File: src/rtl/fdiv_pkg.sv
`default_nettype none
// +--------------------------------------------------------------------------+
// | fdiv_pkg : shared types and per-format constants for the SRT divider     |
// | Revision : 1.0                                                           |
// +--------------------------------------------------------------------------+
package fdiv_pkg;

  typedef enum logic [1:0] {
    FMT_F16 = 2'd0,
    FMT_F32 = 2'd1,
    FMT_F64 = 2'd2
  } fmt_e;

  typedef enum logic [1:0] {
    ST_IDLE = 2'd0,
    ST_PRE  = 2'd1,
    ST_ITER = 2'd2,
    ST_DONE = 2'd3
  } state_e;

  localparam int unsigned ITER_F16 = 4;
  localparam int unsigned ITER_F32 = 7;
  localparam int unsigned ITER_F64 = 14;

  // Bit k set means k quotient LSBs beyond the target precision are dropped.
  localparam logic [3:0] DISC_SPECIAL = 4'b0001;
  localparam logic [3:0] DISC_F64     = 4'b0010;
  localparam logic [3:0] DISC_F32     = 4'b0100;
  localparam logic [3:0] DISC_F16     = 4'b1000;

  function automatic int unsigned iter_num(input fmt_e fmt);
    case (fmt)
      FMT_F16: return ITER_F16;
      FMT_F32: return ITER_F32;
      default: return ITER_F64;
    endcase
  endfunction

  function automatic logic [3:0] discard_one_hot(input fmt_e fmt);
    case (fmt)
      FMT_F16: return DISC_F16;
      FMT_F32: return DISC_F32;
      default: return DISC_F64;
    endcase
  endfunction

  // The reserved encoding runs as F64.
  function automatic fmt_e fmt_decode(input logic [1:0] raw);
    case (raw)
      2'd0:    return FMT_F16;
      2'd1:    return FMT_F32;
      default: return FMT_F64;
    endcase
  endfunction

endpackage
`default_nettype wire

File: src/rtl/fdiv_iter_ctrl.sv
`default_nettype none
// +--------------------------------------------------------------------------+
// | fdiv_iter_ctrl : IDLE/PRE/ITER/DONE sequencer for the radix-4 SRT divider |
// | Revision       : 1.0                                                     |
// +--------------------------------------------------------------------------+
module fdiv_iter_ctrl
  import fdiv_pkg::*;
#(
  parameter int unsigned CNT_W    = 6,
  parameter int unsigned F64_ITER = ITER_F64,
  parameter int unsigned F32_ITER = ITER_F32,
  parameter int unsigned F16_ITER = ITER_F16
) (
  input  logic             clk,
  input  logic             rst,
  input  logic             start_valid_i,
  output logic             start_ready_o,
  input  logic [1:0]       fmt_i,
  input  logic             special_i,
  input  logic             kill_i,
  output logic             iter_start_o,
  output logic             iter_vld_o,
  output logic             iter_end_o,
  output logic [CNT_W-1:0] iter_counter_o,
  output logic [CNT_W-1:0] quot_bits_calculated_o,
  output logic [3:0]       quot_discard_num_one_hot_o,
  output logic             done_valid_o,
  input  logic             done_ready_i,
  output logic             done_special_o
);

  state_e           state_q, state_d;
  fmt_e             fmt_q, fmt_d;
  logic [CNT_W-1:0] cnt_q, cnt_d;
  logic [3:0]       disc_q, disc_d;
  logic             special_q, special_d;

  logic [CNT_W-1:0] n_iter;
  logic             last_iter;

  always_comb begin
    n_iter = CNT_W'(F64_ITER);
    case (fmt_q)
      FMT_F16: n_iter = CNT_W'(F16_ITER);
      FMT_F32: n_iter = CNT_W'(F32_ITER);
      default: n_iter = CNT_W'(F64_ITER);
    endcase
  end

  assign last_iter = (state_q == ST_ITER) && (cnt_q == (n_iter - CNT_W'(1)));

  always_ff @(posedge clk) begin
    if (rst) begin
      state_q   <= ST_IDLE;
      fmt_q     <= FMT_F64;
      cnt_q     <= '0;
      disc_q    <= DISC_SPECIAL;
      special_q <= 1'b0;
    end else begin
      state_q   <= state_d;
      fmt_q     <= fmt_d;
      cnt_q     <= cnt_d;
      disc_q    <= disc_d;
      special_q <= special_d;
    end
  end

  always_comb begin
    state_d   = state_q;
    fmt_d     = fmt_q;
    cnt_d     = cnt_q;
    disc_d    = disc_q;
    special_d = special_q;
    if (kill_i) begin
      state_d   = ST_IDLE;
      cnt_d     = '0;
      special_d = 1'b0;
    end else begin
      case (state_q)
        ST_IDLE: begin
          cnt_d = '0;
          if (start_valid_i) begin
            if (special_i) begin
              state_d   = ST_DONE;
              special_d = 1'b1;
              disc_d    = DISC_SPECIAL;
            end else begin
              state_d = ST_PRE;
              fmt_d   = fmt_decode(fmt_i);
            end
          end
        end
        ST_PRE: begin
          state_d = ST_ITER;
          cnt_d   = '0;
        end
        ST_ITER: begin
          if (last_iter) begin
            state_d = ST_DONE;
            cnt_d   = '0;
            disc_d  = discard_one_hot(fmt_q);
          end else begin
            cnt_d = cnt_q + CNT_W'(1);
          end
        end
        ST_DONE: begin
          if (done_ready_i) begin
            state_d   = ST_IDLE;
            special_d = 1'b0;
          end
        end
        default: state_d = ST_IDLE;
      endcase
    end
  end

  // The discard code is shown live on the last iteration, then from the register in DONE.
  always_comb begin
    start_ready_o              = (state_q == ST_IDLE);
    iter_start_o               = (state_q == ST_PRE);
    iter_vld_o                 = (state_q == ST_ITER);
    iter_end_o                 = last_iter;
    iter_counter_o             = cnt_q;
    quot_bits_calculated_o     = '0;
    quot_discard_num_one_hot_o = 4'b0000;
    done_valid_o               = (state_q == ST_DONE);
    done_special_o             = (state_q == ST_DONE) && special_q;
    if (state_q == ST_ITER) begin
      quot_bits_calculated_o = {cnt_q[CNT_W-3:0], 2'b11};
    end
    if (last_iter) begin
      quot_discard_num_one_hot_o = discard_one_hot(fmt_q);
    end else if (state_q == ST_DONE) begin
      quot_discard_num_one_hot_o = disc_q;
    end
  end

  a_cnt_in_range: assert property (@(posedge clk) disable iff (rst)
    (state_q == ST_ITER) |-> (cnt_q < n_iter));

endmodule
`default_nettype wire

File: config.mk
export PLATFORM = sky130hd
export DESIGN_NAME = fdiv_iter_ctrl
export DESIGN_NICKNAME = d
export VERILOG_FILES = /design/src/rtl/fdiv_pkg.sv /design/src/rtl/fdiv_iter_ctrl.sv
export SDC_FILE = /design/constraint.sdc
export NUM_CORES = 1
export LEC_CHECK = 0
export CAP_MARGIN = 40
export CORE_MARGIN = 1.5
export CORE_UTILIZATION = 40
export DETAILED_ROUTE_END_ITERATION = 16
export GPL_TIMING_DRIVEN = 0
export PLACE_DENSITY = 0.67
export SETUP_SLACK_MARGIN = 0.4
export SLEW_MARGIN = 25
export SYNTH_ARGS = -nofsm -noshare
export SYNTH_HDL_FRONTEND = slang
export SYNTH_SLANG_ARGS = --single-unit
export TNS_END_PERCENT = 1
File: constraint.sdc
create_clock -name clk -period 4.4 [get_ports clk]
set_input_delay 0.88 -clock clk [delete_from_list [all_inputs] [get_ports clk]]
set_output_delay 0.88 -clock clk [all_outputs]
set_load 0.02 [all_outputs]
# After elaboration in Yosys (flattened, before gate mapping)
# Cells that the tools add are included.
totals:
  elab_cells: 54
  reg_bits: 15
  input_bits: 8
classes:
  n_eq_ne: 10
  addsub: 2
  bitwise_logic: 2
  reduce_logical: 14
  n_mux: 21
ops:
  columns: ["cell", "count"]
  rows:
  - ["$pmux W4 S2", 3]
  - ["$mux W4", 5]
  - ["$mux W6", 2]
  - ["$pmux W6 S2", 1]
  - ["$mux W2", 4]
  - ["$pmux W2 S4", 1]
  - ["$reduce_and A4 Y1", 2]
  - ["$add A6 B1 Y6 const B", 1]
  - ["$eq A2 B1 Y1 const B", 3]
  - ["$eq A6 B6 Y1", 1]
  - ["$logic_not A2 Y1", 3]
  - ["$ne A2 B1 Y1 const B", 3]
  - ["$reduce_bool A2 Y1", 3]
  - ["$sub A6 B1 Y6 const B", 1]
  - ["$reduce_and A5 Y1", 1]
  - ["$eq A2 B2 Y1 const B", 2]
  - ["$pmux W2 S2", 1]
  - ["$reduce_or A2 Y1", 2]
  - ["$mux W1", 3]
  - ["$reduce_and A3 Y1", 1]
  - ["$logic_and A1 B1 Y1", 2]
  - ["$ne A2 B2 Y1 const B", 1]
  - ["$not A1 Y1", 2]
  - ["$pmux W1 S2", 1]

# Longest topological paths before layout
logic_depth:
  depth_word: 7
  ltp_mapped: 7
  ltp_nobuf: 6

# Worst setup path after synthesis
# OpenSTA, ideal clock, no wires.
synth_path:
  path_kind: "reg2out"
  from: "reg cnt_q[0], in the netlist iter_counter_o[0]"
  to: "out quot_discard_num_one_hot_o[1]"
  path_stages_with_launch: 6
  arrival_ps: 1789
  path_slack_ps: 1731
  path_cell_list: "dfxtp_1 -> and4bb_4 -> or3_1 -> buf_4 -> nand3_4 -> mux2i_1"
synth_via:
  elab_chain_len: 3
synth_lines:
  columns: ["element", "line", "text"]
  rows:
  - ["start, declared", "fdiv_iter_ctrl.sv:34", "logic [CNT_W-1:0] cnt_q, cnt_d;"]
  - ["start signal, assigned", "fdiv_iter_ctrl.sv:62", "cnt_q <= cnt_d;"]
  - ["$eq A6 B6 Y1", "fdiv_iter_ctrl.sv:50", "assign last_iter = (state_q == ST_ITER) && (cnt_q == (n_iter - CNT_W'(1)));"]
  - ["$logic_and A1 B1 Y1", "fdiv_iter_ctrl.sv:50", null]
  - ["$mux W4", "fdiv_iter_ctrl.sv:131", "if (last_iter) begin"]
  - ["end, declared", "fdiv_iter_ctrl.sv:26", "output logic [3:0] quot_discard_num_one_hot_o,"]
# Every way passes these cells.

# Final worst setup path
layout_path:
  from: "reg state_q[0]"
  to: "out quot_bits_calculated_o[5]"
layout_via:
  elab_chain_len: 2
layout_lines:
  columns: ["element", "line", "text"]
  rows:
  - ["start, declared", "fdiv_iter_ctrl.sv:32", "state_e state_q, state_d;"]
  - ["start signal, assigned", "fdiv_iter_ctrl.sv:60", "state_q <= state_d;"]
  - ["$eq A2 B2 Y1", "fdiv_iter_ctrl.sv:128", "if (state_q == ST_ITER) begin"]
  - ["$mux W6", "fdiv_iter_ctrl.sv:128", null]
  - ["end, declared", "fdiv_iter_ctrl.sv:25", "output logic [CNT_W-1:0] quot_bits_calculated_o,"]
# Every way passes these cells.

==> metrics.txt <==
status=completed; Netlist Area Pre-Place=between 1000 and 1500 um^2; Power per Cell Area=199 nW/um^2; CTS sink cnt=15; fill count=275; drt first-iter violations=15; drt first pass iters=5; CTS Root Cell=clkbuf_4; Inserted Diodes=0; clock buffer depth=2; I/O Pins=30; Clk pin slew, worst setup/hold paths=0.11 ns; syn nets=143; Startpoint Class=register; initial antenna violation count=0; wire per inst=between 10 and 15 um; Die Height=56.1 um; Port-buffer cells=29; layout cells sized above 1=0.130; vias in the first global route=1048; Starting Density=0.416; first-pass GRT wire length=4670 um; fin crit period=3.51 ns; Setup CP Type=reg2out; Vias=1052; Worst EP arrival=about 2.6 ns; post-placement cell count=189; Max Transition Viols Final=0; crit share post-route=0.797; skew final=0.0137 ns; Layout area overhead=31.5%; relative slew slack=0.662; CP Capture Type=output port; worst hold path type=reg2reg; die area=3150 um^2; CTS tree=built; final WL=2600 um; nets=approximately 180; Cell Area, Placed=1460 um^2; Seq/Total Area, Yosys=0.266; final setup fails=0; most frequent cells in the layout=clkdlybuf4s50_1 (29), dfxtp_1 (15), nand2_1 (10); RSZ-0062 raised after global routing=no; mean post-synth cell area=8.75 um^2; post-cts resize count=0; Post-CTS Setup Inserts=0; die width=approximately 56 um; hold_buf cts=0; CTS H-tree lvls=1; Final Hold Fails=0; # DRC=0; gpl congestion=0.744; CP max FO=10; TNS Setup=0 ns; Leakage Power=0.551 nW; post-route cell area=1480 um^2; clock latency on the worst-skew pair=0.29 ns; fin cells=193; Worst Tran Pin Value=0.506 ns; Netlist cell types=41; Yosys reg bits=15; yosys warns=0; most common cell after layout, fill and taps aside=clkdlybuf4s50_1; GRT Overall Usage=0.184; via density per instance=5.45; synthesized instance count=~130; WP data required=3.52 ns; row count=19; achievable clock frequency=roughly 0.29 GHz; core area=approximately 2700 um^2; Final HPWL DP=~2000 um; VDD IR max=~0.13 mV; CTS buffer count=3; grt ovf=0; largest net degree at the start of global routing=11; # Max-Cap Violations=0; post-route ant nets=0
-- final timing paths --
| check | startpoint | endpoint | slack, ns | depth (start not counted) |
|---|---|---|---|---|
| min | disc_q[0] | disc_q[0] | 0.47 | 1 |
| max reg2reg | state_q[0] | disc_q[2] | 2.34 | 7 |
| max | state_q[0] | quot_bits_calculated_o[5] | 0.89 | 6 |
| min reg2reg | disc_q[0] | disc_q[0] | 0.47 | 1 |
-- where the power goes --
| group | internal [mW] | switching, mW | leakage [nW] |
|---|---|---|---|
| logic | 0.0294 | 0.0381 | 0.415 |
| registers | 0.139 | 0.00408 | 0.121 |
| clock network | 0.0352 | 0.0494 | 0.0150 |
| total | 0.203 | 0.0917 | 0.551 |
-- flip-flops by register name (all words and copies together), names as in the netlist --
register,count
special_q,1
iter_counter_o,6
fmt_q,2
disc_q,4
state_q,2
-- per-layer routing --
metal,up-vias,track usage,wire length [um]
li1,545,-,-
met4,0,0.0510,21
met2,23,0.328,1270
met1,482,0.229,1210
met3,2,0.0256,100
met5,-,0,0
-- cells in the mapped netlist, drive strengths merged --
| cell type | count | share of area |
|---|---|---|
| nor3 | 5 | 0.022 |
| nor4 | 3 | 0.017 |
| or3 | 1 | 0.0055 |
| and3 | 2 | 0.011 |
| or3b | 1 | 0.010 |
| xnor2 | 2 | 0.016 |
| nand2b | 2 | 0.011 |
| buf | 3 | 0.020 |
| a221oi | 1 | 0.013 |
| and4bb | 1 | 0.014 |
| a21o | 1 | 0.0067 |
| a211oi | 10 | 0.071 |
| nand2 | 10 | 0.033 |
| nand4 | 3 | 0.017 |
| nor4b | 1 | 0.013 |
| ha | 6 | 0.067 |
| and2 | 5 | 0.029 |
| nor3b | 4 | 0.027 |
| xor2 | 3 | 0.023 |
| or2 | 3 | 0.017 |
| mux2i | 5 | 0.044 |
| a211o | 1 | 0.0078 |
| o211ai | 2 | 0.013 |
| nor2 | 5 | 0.017 |
| a2111oi | 1 | 0.024 |
| nor2b | 4 | 0.022 |
| a31oi | 1 | 0.0055 |
| o21ai | 1 | 0.0078 |
| dfxtp | 15 | 0.27 |
| a311oi | 4 | 0.031 |
| and4b | 2 | 0.018 |
| nand3b | 1 | 0.0067 |
| clkbuf | 4 | 0.013 |
| a21oi | 5 | 0.029 |
| nand3 | 4 | 0.029 |
| inv | 7 | 0.023 |
-- stage by stage --
step | util | hold WS [ns] | worst slack [ns] | power (mW)
detailed placement | 0.538 | 0.446 | 1.22 | 0.214
global route | 0.548 | 0.502 | 0.711 | 0.310
floorplan | - | 0.427 | 1.73 | 0.188
global placement | 0.538 | 0.441 | 1.25 | 0.212
finish | 0.548 | 0.469 | 0.893 | 0.295
CTS | 0.548 | 0.474 | 0.886 | 0.296
-- kinds of logic (layout without fill, tap and decap cells) --
| family | Yosys count | in the layout | synth area share |
|---|---|---|---|
| xor+xnor | 5 | 5 | 0.0388 |
| mux | 5 | 5 | 0.0443 |
| fa+ha+maj | 6 | 6 | 0.0665 |
| simple gates | 57 | 57 | 0.318 |
| buf+inv | 14 | 47 | 0.0565 |
| compound gates | 27 | 27 | 0.210 |
| flops | 15 | 15 | 0.266 |
-- cell type report --
class	instances	area, um^2	area share
well taps	31	38.8	0.0261
multi-input cells	100	764	0.515
repair buffers	29	290	0.196
clock buffers	4	26.3	0.0177
inverters	7	26.3	0.0177
flip-flops and latches	15	300	0.202
plain buffers	7	37.5	0.0253
-- critical path, stage by stage (launching register included) --
cell	delay [ns]
dfxtp_1	0.37
inv_1	0.13
ha_1	0.24
clkbuf_1	0.41
clkbuf_1	0.39
and2_2	0.21
clkdlybuf4s50_1	0.59
No activity file was read; power rests on OpenSTA's default activity.
